--- config.mk ---
export PLATFORM = sky130hd
export DESIGN_NAME = p_unary_decode_pipe
export DESIGN_NICKNAME = d
export VERILOG_FILES = /design/src/rtl/p_pkg.sv /design/src/rtl/p_unary_decode_pipe_admit.sv /design/src/rtl/p_unary_decode_pipe.sv
export SDC_FILE = /design/constraint.sdc
export NUM_CORES = 1
export LEC_CHECK = 0
export ABC_AREA = 1
export CAP_MARGIN = 40
export CORE_ASPECT_RATIO = 0.75
export CORE_MARGIN = 2
export CORE_UTILIZATION = 35
export DETAILED_ROUTE_END_ITERATION = 16
export MAX_ROUTING_LAYER = met4
export PLACE_DENSITY = 0.66
export SLEW_MARGIN = 20
export SYNTH_ARGS = -nofsm -noshare
export SYNTH_HDL_FRONTEND = slang
export SYNTH_SLANG_ARGS = --single-unit
--- constraint.sdc ---
create_clock -name i_clk -period 9.2 [get_ports i_clk]
set_clock_uncertainty 0.05 [all_clocks]
set_input_delay 1.38 -clock i_clk [delete_from_list [all_inputs] [get_ports i_clk]]
set_output_delay 1.38 -clock i_clk [all_outputs]
set_load 0.01 [all_outputs]
--- src/rtl/p_pkg.sv ---
// Shared types and helpers for the unary decode pipeline.
package p_pkg;

    // Width of the optional admitted/rejected statistics counters.
    localparam int unsigned STATS_W = 32;

    // Widest level field needed (W up to 64 gives levels 0..63).
    localparam int unsigned LW_MAX = 6;

    // Width of the popcount result for a 64-bit operand.
    localparam int unsigned POP_W = 7;

    // Payload held in the result stage; level is truncated to LW at the port.
    typedef struct packed {
        logic              is_unary;
        logic              is_compl;
        logic [LW_MAX-1:0] level;
    } result_t;

    // Number of set bits in a word that has been zero-extended to 64 bits.
    function automatic logic [POP_W-1:0] popcount(input logic [63:0] v);
        logic [POP_W-1:0] n;
        n = '0;
        for (int i = 0; i < 64; i++) begin
            n = n + POP_W'(v[i]);
        end
        return n;
    endfunction

endpackage

--- src/rtl/p_unary_decode_pipe_admit.sv ---
// Combinational unary admission check: a word is unary when its normalised
// form is 0...01...1, i.e. normalised + 1 is a power of two.
module p_unary_decode_pipe_admit #(
    parameter int unsigned W                     = 16,
    parameter bit          P_ADMIT_COMPLIMENT_EN = 1'b1
) (
    input  logic [W-1:0] i_x,
    output logic         o_admit_c,
    output logic         o_compl_c,
    output logic [W-1:0] o_xn_c
);

    logic         w_msb;
    logic [W-1:0] w_xn;
    logic [W-1:0] w_inc;
    logic         w_onehot;

    // Normalise, then test normalised + 1 for exactly one set bit.
    always_comb begin
        w_msb     = i_x[W-1];
        w_xn      = P_ADMIT_COMPLIMENT_EN ? (i_x ^ {W{w_msb}}) : i_x;
        w_inc     = w_xn + W'(1);
        w_onehot  = (w_inc != '0) && ((w_inc & (w_inc - W'(1))) == '0);
        o_admit_c = w_onehot & (P_ADMIT_COMPLIMENT_EN | ~w_msb);
        o_compl_c = o_admit_c & w_msb;
        o_xn_c    = w_xn;
    end

endmodule

--- src/rtl/p_unary_decode_pipe.sv ---
// Two-stage valid/ready pipeline: S1 captures the raw word, S2 holds the
// admission decision and decoded level. Optional output-transfer statistics
// are built when P_UNARY_DECODE_STATS_EN is defined.
module p_unary_decode_pipe
    import p_pkg::*;
#(
    parameter int unsigned  W                     = 16,
    parameter bit           P_ADMIT_COMPLIMENT_EN = 1'b1,
    localparam int unsigned LW                    = $clog2(W)
) (
    input  logic          i_clk,
    input  logic          i_arst_n,
    input  logic          i_valid,
    input  logic [W-1:0]  i_x,
    output logic          o_ready,
    output logic          o_valid,
    output logic          o_is_unary,
    output logic          o_is_compl,
    output logic [LW-1:0] o_level,
    input  logic          i_ready
`ifdef P_UNARY_DECODE_STATS_EN
    ,
    input  logic               i_cnt_clr,
    output logic [STATS_W-1:0] o_cnt_adm,
    output logic [STATS_W-1:0] o_cnt_rej
`endif
);

    logic         r_v1;
    logic         r_v2;
    logic [W-1:0] r_x;
    result_t      r_s2;

    logic         w_adv1;
    logic         w_adv2;
    logic         w_admit;
    logic         w_compl;
    logic [W-1:0] w_xn;
    result_t      w_res;

    p_unary_decode_pipe_admit #(
        .W                     (W),
        .P_ADMIT_COMPLIMENT_EN (P_ADMIT_COMPLIMENT_EN)
    ) u_admit (
        .i_x       (r_x),
        .o_admit_c (w_admit),
        .o_compl_c (w_compl),
        .o_xn_c    (w_xn)
    );

    // Stage advance: a stage moves when it is empty or its successor moves.
    always_comb begin
        w_adv2 = ~r_v2 | i_ready;
        w_adv1 = ~r_v1 | w_adv2;
    end

    assign o_ready = w_adv1;

    // Decode S1 into the S2 payload; rejected words carry level 0.
    always_comb begin
        w_res          = '0;
        w_res.is_unary = w_admit;
        w_res.is_compl = w_compl;
        if (w_admit) begin
            w_res.level = LW_MAX'(LW'(popcount(64'(w_xn))));
        end
    end

    // S1: capture the raw word on an input transfer.
    always_ff @(posedge i_clk or negedge i_arst_n) begin
        if (!i_arst_n) begin
            r_v1 <= 1'b0;
            r_x  <= '0;
        end else if (w_adv1) begin
            r_v1 <= i_valid;
            if (i_valid) begin
                r_x <= i_x;
            end
        end
    end

    // S2: register the decoded result; held stable while stalled.
    always_ff @(posedge i_clk or negedge i_arst_n) begin
        if (!i_arst_n) begin
            r_v2 <= 1'b0;
            r_s2 <= '0;
        end else if (w_adv2) begin
            r_v2 <= r_v1;
            if (r_v1) begin
                r_s2 <= w_res;
            end
        end
    end

    assign o_valid    = r_v2;
    assign o_is_unary = r_s2.is_unary;
    assign o_is_compl = r_s2.is_compl;
    assign o_level    = LW'(r_s2.level);

`ifdef P_UNARY_DECODE_STATS_EN
    logic               w_xfer;
    logic [STATS_W-1:0] r_cnt_adm;
    logic [STATS_W-1:0] r_cnt_rej;

    assign w_xfer = r_v2 & i_ready;

    // Saturating counts of admitted/rejected output transfers; clear wins.
    always_ff @(posedge i_clk or negedge i_arst_n) begin
        if (!i_arst_n) begin
            r_cnt_adm <= '0;
            r_cnt_rej <= '0;
        end else if (i_cnt_clr) begin
            r_cnt_adm <= '0;
            r_cnt_rej <= '0;
        end else if (w_xfer) begin
            if (r_s2.is_unary) begin
                if (r_cnt_adm != '1) begin
                    r_cnt_adm <= r_cnt_adm + STATS_W'(1);
                end
            end else begin
                if (r_cnt_rej != '1) begin
                    r_cnt_rej <= r_cnt_rej + STATS_W'(1);
                end
            end
        end
    end

    assign o_cnt_adm = r_cnt_adm;
    assign o_cnt_rej = r_cnt_rej;
`endif

endmodule

==> impl_summary.md <==
Timing
The highest achievable clock rate is around 230 MHz. Dividing the final minimum period by the clock period gives 47.96%. For the pin with the worst max-slew slack, the measured transition is ~0.6 ns.

The count of endpoints failing hold in the final timing report is 0. The count of final max-slew check failures was 0. Headroom to the max-slew limit came out at between 50 and 60%. The shortest period the worst path allows is 4.413 ns.

Across all setup checks in the final design, the least slack found is around 4.8 ns. Setup repair after global routing left no endpoint under its margin. Setup violations remaining at the end of the flow were counted as 0. Summed over all failing endpoints, the final setup total negative slack is 0 ns.

Floorplan
The core footprint is roughly 6400 um^2. The die covers about 7400 um^2. During I/O placement, the number of pins put on the boundary was 28. The initial core utilization is between 30% and 40%.

Measured along the y axis, the die boundary spans 75.24 um. The die outline width is between 90 and 100 um. The total number of placement rows is 25.

Final layout
Summing all multi-input logic gate instances after layout gives ~1500 um^2. The filler-free cell count of the finished design is around 460. The antenna diode count is 0.

The sequential standard cell area is ~600 um^2. Once layout is complete, the utilization of the core stands at 43.71%. In the layout the commonest cells are 111 x nand2_1, 43 x inv_1, 34 x nor2_1, 27 x clkdlybuf4s50_1. The fill cell instance count of the final layout is 648.

The net count reported at finish is between 400 and 500. The most common cell after layout, fill and taps aside is nand2_1. The layout overhead on the synthesized area is 18.33%. The post-route netlist has between 10% and 20% of its cells at a drive strength greater than 1.

Worst setup path
In this run the critical register-to-register path is launched from r_x[15]. The critical path launch point is r_x[15]. Data on the critical path is required at its endpoint by approximately 9.4 ns.

On the worst path, the slowest cell contributes a delay of 0.54 ns. The length in cells of the worst reg-to-reg path is 16. STA puts the critical path data arrival time at 4.58 ns. The endpoint identified for the worst register-to-register timing path is o_level[1]. The worst setup path endpoint is o_level[1]. In this design, the critical path's most frequently occurring cell is fa_1. The critical path class is reg2reg. Along the worst path, the maximum fanout reaches 19. Walking the worst path, the cells encountered are buf_8 > inv_2 > nand2_1 > nand2_2 > inv_1 > fa_1 > inv_1 > fa_1 > fa_1 > fa_1 > fa_1 > inv_1 > fa_1 > inv_1 > nand3_1 > nand2_1. The element type at the critical path end is a register. The slowest library cell on the worst path is fa_1.

The setup check on the worst reg-to-reg path leaves a slack of 4.79 ns. The kind of launch point of the worst setup path is a register.

Run status
The flow ran to the end, and the final reports show no timing, DRC or antenna violations.

Yosys
The synthesized design contains 24 register bits. The predominant post-synthesis flop cell is dfrtp_1. The largest total area in the synthesized netlist belongs to dfrtp_1.

The fraction of the mapped netlist area in compound gates is under 10%. After Yosys synthesis, full adders, half adders and majority gates account for 12.15% of the synthesized area. The number of synthesized flops with an enable pin is 0. By area the synthesized netlist is led by dfrtp_1 25%, nand2_1 18%, fa_1 8.5%. After Yosys synthesis, and, or, nand and nor cells account for a little under half of the synthesized area. The Yosys step of the flow raised 0 warnings.

The cell area after synthesis is 2369 um^2. The net count of the mapped netlist is 383. The count of distinct cell types in the synthesized netlist is 28. The combinational family with the most area after synthesis is simple AND/OR/NAND/NOR gates. The cell count after synthesis is 346.

The fraction of synthesized cell area taken by the top area cell type is between 20% and 30%. The share of synthesized flip-flops with an asynchronous set or reset is 100.0%. After Yosys synthesis, XOR and XNOR cells account for less than 1% of the synthesized area. In this run the mean area of a mapped cell was 6.845 um^2. Multiplexer cells account for less than 1% of the synthesized area. The share of the yosys chip area belonging to registers is between 20% and 30%.

Placed design
The total placed cells including tap cells is 450. The number of buffers inserted by port buffering is 27. The final weighted congestion in routability-driven placement is ~0.95. Timing analysis after detailed placement gives a worst setup slack of 4.418 ns. Summed over all nets, the half-perimeter wirelength after detailed placement is 4.581 mm.

CTS
The clock passes through at most 2 buffers. The depth of the CTS H-tree is 1. The cts-stage hold buffer count is 0.

The root buffer cell chosen for the clock tree is clkbuf_8. The post-cts resize count is 0. Once the clock tree was built, the setup fixing pass inserted 0 buffers. The number of clock buffers added by TritonCTS is 3. The clock edge transition at the registers on the reported setup and hold paths is 0.09 ns. The clock tree from TritonCTS is built. The clock sink total is 24. The later-pin clock latency in the skew report is about 0.27 ns.

Flow run
Across the run, the number of max-cap violations was 0.

Route
For this run, design rule violations remaining after detail routing come to 0. In the routed layout, each cell is associated on average with a via count of 4.695. The detail route stage leaves a number of antenna-violating nets equal to 0. The number of iterations in the first detailed-routing pass is 4. The number of DRC markers in iteration 0 is 81. The final route contains between 2,000 and 2,500 vias. The average wire per cell in the routed design is between 10 and 15 um. The total length of routed wires is about 5.4 mm.

Pwr
The maximum vdd drop is 0.0001353 V. For this design the static power due to leakage is 1.417 nW. The power density over cell area is 240.7 nW/um^2.

Global routing
The overall overflow remaining after global route is 0. The number of global-route vias before repair is approximately 2,100. Entering global routing, the biggest net connects 27 pins. The global-route wire length before repair is 9.867 mm.

Global routing consumed, over all layers together, 16.99% of the routing resources. The initial antenna violation count is 0.

Min path
The min-delay analysis places its worst path in the category reg2reg.
layout make-up:
class | instances | share of cell area, %
flip-flops and latches | 24 | 21.43
well taps | 81 | 3.616
clock buffers | 3 | 1.473
clock inverters | 1 | 1.071
multi-input cells | 269 | 54.87
inverters | 47 | 6.295
repair buffers | 30 | 11.25
stage by stage:
stage | cell area (um^2) | total power [W] | hold slack, ns
final | 2803 | 0.0006746 | 0.4422
after global routing | 2803 | 0.0007635 | 0.4749
after CTS | 2788 | 0.0006813 | 0.4474
after detailed placement | 2716 | 0.0005822 | 0.4145
after global placement | 2686 | 0.0005704 | 0.4204
after floorplan | 2369 | 0.0004844 | 0.4508
report_power, final:
group | internal, W | switching [W]
Sequential | 0.000117 | 0.00000772
Clock | 0.0000582 | 0.0000349
Combinational | 0.000183 | 0.000274
layer usage:
metal	share of wire, %	global-route usage, %	vias to the layer above
met5	0	-	-
met4	0.42	1.370	0
met3	4.6	3.157	5
met2	45	27.93	45
met1	50	23.03	968
li1	-	-	1118
cells by family (layout without fill, tap and decap cells):
group	Yosys count	in the layout
AND/OR/NAND/NOR	228	228
buffers and inverters	53	81
flip-flops	24	24
AO/OA/AOI/OAI	21	21
adder cells (fa/ha/maj)	17	17
XOR/XNOR	2	2
multiplexers	1	1
worst min-delay path by stage:
stage               slack (ns)  cells after the start    endpoint        from
floorplan                 0.45                      1     r_x[14]     r_x[14]
global placement          0.42                      2  o_is_unary  o_is_unary
detailed placement        0.41                      2  o_is_unary  o_is_unary
CTS                       0.45                      2  o_is_unary  o_is_unary
global route              0.47                      2  o_is_unary  o_is_unary
finish                    0.44                      2  o_is_unary  o_is_unary
critical path, delay by kind of cell (launching register included):
| kind | cells | cell delay (ns) |
|---|---|---|
| fa+ha+maj | 6 | 2.82 |
| buf+inv | 6 | 0.70 |
| flops | 1 | 0.41 |
| simple gates | 4 | 0.36 |
flip-flops by register name, indices dropped and copies added, names as in the netlist:
name	count
o_is_unary	1
o_level	4
o_is_compl	1
r_x	16
o_valid	1
r_v1	1
synth_stat cells, types with 2 or more instances:
master / n
a21oi_1: 17
buf_6: 2
clkbuf_1: 2
dfrtp_1: 24
fa_1: 10
ha_1: 7
inv_1: 43
inv_2: 4
nand2_1: 111
nand2_2: 24
nand2_4: 8
nand3_1: 23
nand3b_1: 2
nand4_1: 7
nor2_1: 34
nor2_2: 11
nor2_4: 4
o21ai_0: 2
xnor2_1: 2
(Power assumes the default switching activity.)
